## src/rtl/heater_power_sequencer.sv

```systemverilog
// Heater rod power sequencer: staggers rod turn-on, caps concurrent rods at
// MAX_ON, rotates rods round-robin when oversubscribed, and trips off on door open.
module heater_power_sequencer #(
  parameter int NUM_RODS    = 4,
  parameter int MAX_ON      = 2,
  parameter int STAGGER_CYC = 16,
  parameter int SLOT_CYC    = 64
) (
  input  logic                clk,
  input  logic                rst,
  input  logic [NUM_RODS-1:0] rod_req,
  input  logic                door_open,
  output logic [NUM_RODS-1:0] rod_en,
  output logic [2:0]          on_cnt,
  output logic                ramping,
  output logic                tripped
);

  localparam int PW = (NUM_RODS > 1) ? $clog2(NUM_RODS) : 1;
  localparam int SW = (STAGGER_CYC > 1) ? $clog2(STAGGER_CYC) : 1;
  localparam int LW = (SLOT_CYC > 1) ? $clog2(SLOT_CYC) : 1;
  localparam logic [SW-1:0] STAG_RELOAD = SW'(STAGGER_CYC - 1);
  localparam logic [LW-1:0] SLOT_RELOAD = LW'(SLOT_CYC - 1);

  typedef enum logic [1:0] {IDLE, RAMP, STEADY, TRIP} state_t;

  state_t              state, state_n;
  logic [PW-1:0]       rr_ptr, rr_ptr_n, eff_ptr, rot_ptr;
  logic [SW-1:0]       stagger_cnt, stagger_n;
  logic [LW-1:0]       slot_cnt, slot_n;
  logic [NUM_RODS-1:0] rod_en_n, tgt, kept, missing;
  logic                oversub;

  function automatic int popcount(input logic [NUM_RODS-1:0] v);
    int c;
    c = 0;
    for (int i = 0; i < NUM_RODS; i++) if (v[i]) c++;
    return c;
  endfunction

  // First requested rod strictly after ptr, cyclic; ptr itself if it is the only one.
  function automatic logic [PW-1:0] next_req(input logic [NUM_RODS-1:0] req,
                                             input logic [PW-1:0] ptr);
    logic [PW-1:0] r;
    int idx;
    r = ptr;
    for (int k = NUM_RODS - 1; k >= 1; k--) begin
      idx = (int'(ptr) + k) % NUM_RODS;
      if (req[PW'(idx)]) r = PW'(idx);
    end
    return r;
  endfunction

  function automatic logic [NUM_RODS-1:0] target(input logic [NUM_RODS-1:0] req,
                                                 input logic [PW-1:0] ptr);
    logic [NUM_RODS-1:0] t;
    int idx;
    int c;
    t = '0;
    c = 0;
    for (int k = 0; k < NUM_RODS; k++) begin
      idx = (int'(ptr) + k) % NUM_RODS;
      if (req[PW'(idx)] && c < MAX_ON) begin
        t[PW'(idx)] = 1'b1;
        c++;
      end
    end
    return t;
  endfunction

  function automatic logic [NUM_RODS-1:0] first_cyc(input logic [NUM_RODS-1:0] mask,
                                                    input logic [PW-1:0] ptr);
    logic [NUM_RODS-1:0] o;
    int idx;
    o = '0;
    for (int k = NUM_RODS - 1; k >= 0; k--) begin
      idx = (int'(ptr) + k) % NUM_RODS;
      if (mask[PW'(idx)]) begin
        o = '0;
        o[PW'(idx)] = 1'b1;
      end
    end
    return o;
  endfunction

  always_comb begin
    // The pointer is re-anchored onto a requested rod before the window is formed.
    eff_ptr   = (rod_req[rr_ptr] || rod_req == '0) ? rr_ptr : next_req(rod_req, rr_ptr);
    tgt       = target(rod_req, eff_ptr);
    kept      = rod_en & tgt;
    missing   = tgt & ~kept;
    oversub   = popcount(rod_req) > MAX_ON;
    rot_ptr   = next_req(rod_req, eff_ptr);
    state_n   = state;
    rod_en_n  = kept;
    rr_ptr_n  = eff_ptr;
    stagger_n = stagger_cnt;
    slot_n    = slot_cnt;

    if (door_open) begin
      state_n  = TRIP;
      rod_en_n = '0;
    end else begin
      case (state)
        IDLE: begin
          rod_en_n = '0;
          if (rod_req != '0) begin
            state_n   = RAMP;
            stagger_n = '0;
          end
        end
        RAMP: begin
          if (rod_en == tgt) begin
            state_n = STEADY;
            slot_n  = SLOT_RELOAD;
          end else if (stagger_cnt == '0) begin
            rod_en_n  = kept | first_cyc(missing, eff_ptr);
            stagger_n = STAG_RELOAD;
          end else begin
            stagger_n = stagger_cnt - 1'b1;
          end
        end
        STEADY: begin
          if (rod_req == '0) begin
            state_n  = IDLE;
            rod_en_n = '0;
          end else if (oversub && slot_cnt == '0 && rod_en == tgt) begin
            // Swap-out and swap-in on one edge keeps the rod count flat.
            rr_ptr_n = rot_ptr;
            rod_en_n = target(rod_req, rot_ptr);
            slot_n   = SLOT_RELOAD;
          end else begin
            if (oversub && slot_cnt != '0) slot_n = slot_cnt - 1'b1;
            if (missing != '0) begin
              state_n   = RAMP;
              stagger_n = '0;
            end
          end
        end
        TRIP: begin
          rod_en_n = '0;
          if (rod_req != '0) begin
            state_n   = RAMP;
            stagger_n = '0;
          end else begin
            state_n = IDLE;
          end
        end
        default: begin
          state_n  = IDLE;
          rod_en_n = '0;
        end
      endcase
    end
  end

  always_ff @(posedge clk) begin
    if (rst) begin
      state       <= IDLE;
      rr_ptr      <= '0;
      stagger_cnt <= '0;
      slot_cnt    <= '0;
      rod_en      <= '0;
      on_cnt      <= '0;
      ramping     <= 1'b0;
      tripped     <= 1'b0;
    end else begin
      state       <= state_n;
      rr_ptr      <= rr_ptr_n;
      stagger_cnt <= stagger_n;
      slot_cnt    <= slot_n;
      rod_en      <= rod_en_n;
      on_cnt      <= 3'(popcount(rod_en_n));
      ramping     <= (state_n == RAMP);
      tripped     <= (state_n == TRIP);
    end
  end

endmodule

```

## config.mk

```make
export PLATFORM = sky130hd
export DESIGN_NAME = heater_power_sequencer
export DESIGN_NICKNAME = d
export VERILOG_FILES = /design/src/rtl/heater_power_sequencer.sv
export SDC_FILE = /design/constraint.sdc
export NUM_CORES = 1
export LEC_CHECK = 0
export CAP_MARGIN = 20
export CORE_ASPECT_RATIO = 1.1
export CORE_MARGIN = 1.5
export CORE_UTILIZATION = 38
export DETAILED_ROUTE_END_ITERATION = 12
export HOLD_SLACK_MARGIN = 0.15
export PLACE_DENSITY_LB_ADDON = 0.1
export SKIP_CTS_REPAIR_TIMING = 1
export SYNTH_ARGS = -nofsm -noshare
export SYNTH_HDL_FRONTEND = slang
export SYNTH_SLANG_ARGS = --single-unit
```

## constraint.sdc

```tcl
create_clock -name clk -period 9.85 [get_ports clk]
set_input_delay 1.97 -clock clk [delete_from_list [all_inputs] [get_ports clk]]
set_output_delay 1.97 -clock clk [all_outputs]
set_load 0.01 [all_outputs]
```

Word-level counts from Yosys, hierarchy flattened

Cells that the tools add are included.

Register bits: 23
Bits of input ports: 7

$add $sub $neg: 21
Magnitude comparators: 27
Eq/ne operators: 13
Multiplexer cells: 157
Bitwise operators: 11
Reductions and logical operators: 29

Operators with widths:

| cell                  | number |
|---|---|
| $mux 32               | 19 |
| $add 32x2->32 const B | 7 |
| $lt 32x3->1 const B   | 6 |
| $mux 4                | 39 |
| $lt 2x4->1 const B    | 11 |
| $mux 1                | 44 |
| $mux 2                | 17 |
| $bmux 1 s2            | 16 |
| $gt 32x3->1 const B   | 1 |
| $or 4x4->4            | 7 |
| $mux 6                | 4 |
| $pmux 4 s3            | 2 |
| $mux 3                | 6 |
| $logic_and 1x1->1     | 17 |
| $demux 1 s2           | 8 |
| $ge 2x1->1 const B    | 8 |
| $add 2x2->2 const B   | 6 |
| $pmux 6 s2            | 1 |
| $ne 2x2->1 const B    | 5 |
| $add 3x2->3 const B   | 3 |
| $and 4x4->4           | 2 |
| $logic_not 4->1       | 2 |
| $pmux 2 s4            | 1 |
| $reduce_bool 4->1     | 2 |
| other kinds (19)      | 24 |

Depth between registers and ports, before layout

Gate-level depths: netlist (run 1).

Word-level depth: 58
Depth in mapped cells: 35
Gate-level depth less buffers: 31

Worst setup path before layout (run 1)

Ideal clock, no wire load.

Path kind: input-to-reg
Start point: input port rod_req[0]
End point: register on_cnt[2]
Library setup time: 0.071 ns
Data arrival time: 8.187 ns
Setup slack: 1.593 ns
Cell stages on the path: 31
Cells stage by stage: buf_2 inv_1 ha_1 or3b_1 buf_6 o21ai_2 nor4b_1 nor2_1 clkbuf_1 ha_1 clkbuf_1 inv_1 nand2_1 o22ai_1 or2_2 a21oi_1 inv_1 ha_1 o22ai_1 o21ai_0 ha_1 mux4_2 o21bai_1 a211oi_1 o41ai_1 a41o_1 or3_1 and2_1 ha_1 a211o_1 a21oi_1

Word-level cells in the longest chain between the ends: 53
Elaborated cells between the ends (all ways): 201
Classes of those cells: add/sub: 16; order compare: 23; eq/ne: 1; mux: 133; bitwise: 10; reduce/logical: 18

RTL lines:

| element                                    | line       | text |
|---|---|---|
| from (decl)                                | 11         | `input logic [NUM_RODS-1:0] rod_req,` |
| $bmux 1 s2                                 | 49         | `if (req[PW'(idx)]) r = PW'(idx);` |
| $mux 1 (implied by the code) (2 in series) | 49         |  |
| $mux 2 (3 in series)                       | 49         |  |
| $mux 2                                     | 88         | `eff_ptr = (rod_req[rr_ptr] \|\| rod_req == '0) ? rr_ptr : next_req(rod_req, rr_ptr);` |
| $add 2x2->2                                | 48, 62, 77 |  |
| $bmux 1 s2                                 | 49, 63     |  |
| $mux 1 (implied by the code) (2 in series) | 49, 63     |  |
| $mux 2 (3 in series)                       | 49         |  |
| [... 31 more ...]                          | -          |  |
| $add 3x2->3                                | 37         | `for (int i = 0; i < NUM_RODS; i++) if (v[i]) c++;` |
| $mux 3                                     | 37         |  |
| $mux 3                                     | 158        | `if (rst) begin` |
| $add 3x2->3                                | 37         |  |
| $mux 3                                     | 37         |  |
| $mux 3                                     | 158        |  |
| $add 3x2->3                                | 37         |  |
| $mux 3 *                                   | 37         |  |
| to (signal assigned)                       | 173        | `on_cnt <= 3'(popcount(rod_en_n));` |
| to (decl)                                  | 14         | `output logic [2:0] on_cnt,` |

Mark *: on every way between the ends. The rest lies on a longest branch, timed or not. The select of a mux whose other input is x is not followed.
A chain may end at the register's enable or synchronous reset.

Worst setup path in the final report (run 1)

Start point: input port rod_req[1]
End point: register on_cnt[2]

The elaborated chain is that of the path after synthesis.

==> out/metrics.cfg, run 1 <==
[run_status]
outcome=complete, no violations

[synthesis]
synth_warnings=0
synthFlopType=dfxtp_1
ys_seq_area_frac=0.134
ys_types=75
avgSynthCellArea_um2=7.43
yosys-top-cells-area=ha_1 (16%), dfxtp_1 (13%), nor2_1 (5.3%)
ys_ff_latch=23
synth_cells=464
netlist_area_um2=3450
synth.largest_area_cell=ha_1
synth_fp_nets=514
synth_top_area_frac=0.156
async_reset_ff_frac=0
synth_edf_count=0

[timing]
hold_viol_final=0
fin_tns_setup_ns=0
finalClockSkew_ns=0.00576
slew_violations=0
worstMarginPinSlew_ns=0.777
report.final.setup_viol=0
finalCritPeriodShare=0.903
finalCriticalPeriod_ns=8.89
fmax_ghz=0.112
rsz0062_at_grt=no
relSlewSlack=0.481

[global_route]
grt_use_total=0.218
grt_pass1_vias=3339
grt_remaining_overflow=0
grt_start_max_net_pins=27
antenna_found_initial=0
grt_pass1_wl_um=16900

[route]
dr.first_iter.drc_count=254
drc=0
ant_nets=0
dr.pass1.iters=5
wl_um=10200
dr_total_vias=3569
vias_per_cell=6.13
wl_per_cell_um=17.6

[clocking]
clk_path_buf_depth=2
cts_tree=yes
path_clk_slew_ns=0.09
clock-sinks=23
worst_skew_pair.late_latency_ns=0.27
htreeDepth=1
cts_buffers=3
clock-root-buffer=clkbuf_8

[floorplan]
rows=36
ioPinCount=16
die_h_um=103
dieArea_um2=9660
start_util=0.391
core_area_um2=8830
die-width_um=93.8

[setup_path]
crit_cells=29
r2r_cells=26
max_stage_delay_ns=0.53
cp-start-kind=input pin
crit_top_cell=ha_1
crit_family=compound AO/OA/AOI/OAI gates
worstPathArrival_ns=9.08
cpMaxStageDelayCell=or3b_1
critPathRequiredTime_ns=10.04
end_kind=flip-flop
worstPathBufferInverterCount=4
worst-path-max-fanout=13
crit_type=input pin to flip-flop

[job]
drv_cap=0

[placement]
port_buffers=15
dp_hpwl_um=7770
dpl.cell_count=578
gp_congestion=1.00

[cells_and_area]
synthToLayoutAreaGrowth_pct=8.38
diodes=0
final_nets=519
layout-drive-gt1-share=0.0769
finalNonFillerCells=582

[min_path]
hold_depth=2
hold_path_class=flip-flop to flip-flop

[pwr]
power_leakage_uw=0.00146
powerDensity_nw_per_um2=190
ir_worst_vdd_mv=0.0964

cell usage after synthesis (all sizes together), types with 5 or more instances:
cell	n
mux2i	7
clkbuf	16
dfxtp	23
a211oi	12
a21oi	31
nor3	11
o21a	5
inv	38
o211ai	6
nand2	30
and3	7
o31ai	5
a31oi	9
nand3	22
buf	8
o21ai	27
nor2	49
mux4	5
nor2b	7
ha	43
o22ai	6
area by class of cell:
class                   instances  area [um^2]
multi-input cells             379         2730
well taps                     114          143
clock buffers                   3         41.3
clock inverters                 1         5.00
flip-flops and latches         23          460
inverters                      38          143
repair buffers                 24          218
fillers                       929         5090
power breakdown:
group	internal, uW	switching [uW]	leakage (uW)
registers	105	14.1	0.000188
logic	200	331	0.00124
clock network	28.3	31.9	0.0000255
total	333	377	0.00146
through the flow:
stage               worst slack, ns  area, um^2  hold WS (ns)   util  total power, uW
floorplan                      1.59        3450         0.445      -              514
CTS                            1.01        3740         0.480  0.423              702
finish                        0.959        3740         0.477  0.423              710
global route                  0.320        3740         0.509  0.423              772
global placement              0.853        3690         0.465  0.418              647
detailed placement            0.767        3690         0.468  0.418              639
routing by layer:
| layer | wire length [um] | up-vias | track usage |
|---|---|---|---|
| met2 | 4780 | 140 | 0.365 |
| li1 | - | 1750 | - |
| met4 | 210 | 0 | 0.0620 |
| met1 | 4730 | 1665 | 0.301 |
| met5 | 0 | - | 0 |
| met3 | 522 | 14 | 0.0192 |
tightest hold or removal path: stages (launching register included):
cell	delay (ns)
dfxtp_1	0.33
nand2_1	0.06
a21oi_1	0.05
path summary, 6_finish.rpt:
kind                                             startpoint                           to  slack [ns]
worst max-delay path                             rod_req[1]         on_cnt[2]$_SDFF_PP0_        0.96
worst min-delay path            stagger_cnt[1]$_SDFFE_PP0P_  stagger_cnt[1]$_SDFFE_PP0P_        0.48
worst max register to register         rr_ptr[0]$_SDFF_PP0_         on_cnt[2]$_SDFF_PP0_        2.97
worst min register to register  stagger_cnt[1]$_SDFFE_PP0P_  stagger_cnt[1]$_SDFFE_PP0P_        0.48
kinds of logic (layout without fill, tap and decap cells):
group | Yosys count | in the layout | synth area share
flops | 23 | 23 | 0.134
buf+inv | 62 | 66 | 0.0755
compound gates | 158 | 158 | 0.333
xor+xnor | 3 | 3 | 0.00762
mux | 16 | 16 | 0.0660
fa+ha+maj | 43 | 43 | 0.156
simple gates | 159 | 159 | 0.228
sequential cells by signal, indices dropped and copies added (netlist names):
signal       cells
rod_en           4
state            2
tripped          1
stagger_cnt      4
rr_ptr           2
ramping          1
on_cnt           3
slot_cnt         6
placed cells by master, fill, tap and decap left out, drive strengths merged, types with 4 or more instances in the layout:
cell / n
or3: 4
nor3: 11
o22ai: 6
nand2b: 4
mux4: 5
inv: 38
a21o: 4
o21ai: 27
a211oi: 12
nand2: 30
o2111ai: 4
a21oi: 31
clkdlybuf4s50: 15
o31ai: 5
nand3b: 4
a31oi: 9
mux2: 4
a2111oi: 4
ha: 43
mux2i: 7
and3: 7
dfxtp: 23
nor2: 49
o31a: 4
o211ai: 6
nand4: 4
buf: 9
nand3: 22
nor2b: 7
o21a: 5
(Power assumes the default switching activity.)
==> run 2: changes to the inputs <==
--- a/config.mk
+++ b/config.mk
@@ -9,6 +9,7 @@
 export CORE_ASPECT_RATIO = 1.1
 export CORE_MARGIN = 1.5
 export CORE_UTILIZATION = 38
+export CTS_CLUSTER_DIAMETER = 150
 export DETAILED_ROUTE_END_ITERATION = 12
 export HOLD_SLACK_MARGIN = 0.15
 export PLACE_DENSITY_LB_ADDON = 0.1
==> results of run 2 <==
Same layout as run 1: the final DEF is identical, and so are final timing and power.
==> run 3: changes to the inputs <==
--- a/config.mk
+++ b/config.mk
@@ -5,6 +5,7 @@
 export SDC_FILE = /design/constraint.sdc
 export NUM_CORES = 1
 export LEC_CHECK = 0
+export ABC_CLOCK_PERIOD_IN_PS = 9850
 export CAP_MARGIN = 20
 export CORE_ASPECT_RATIO = 1.1
 export CORE_MARGIN = 1.5
==> results of run 3 <==
Same layout as run 1: the final DEF is identical, and so are final timing and power.
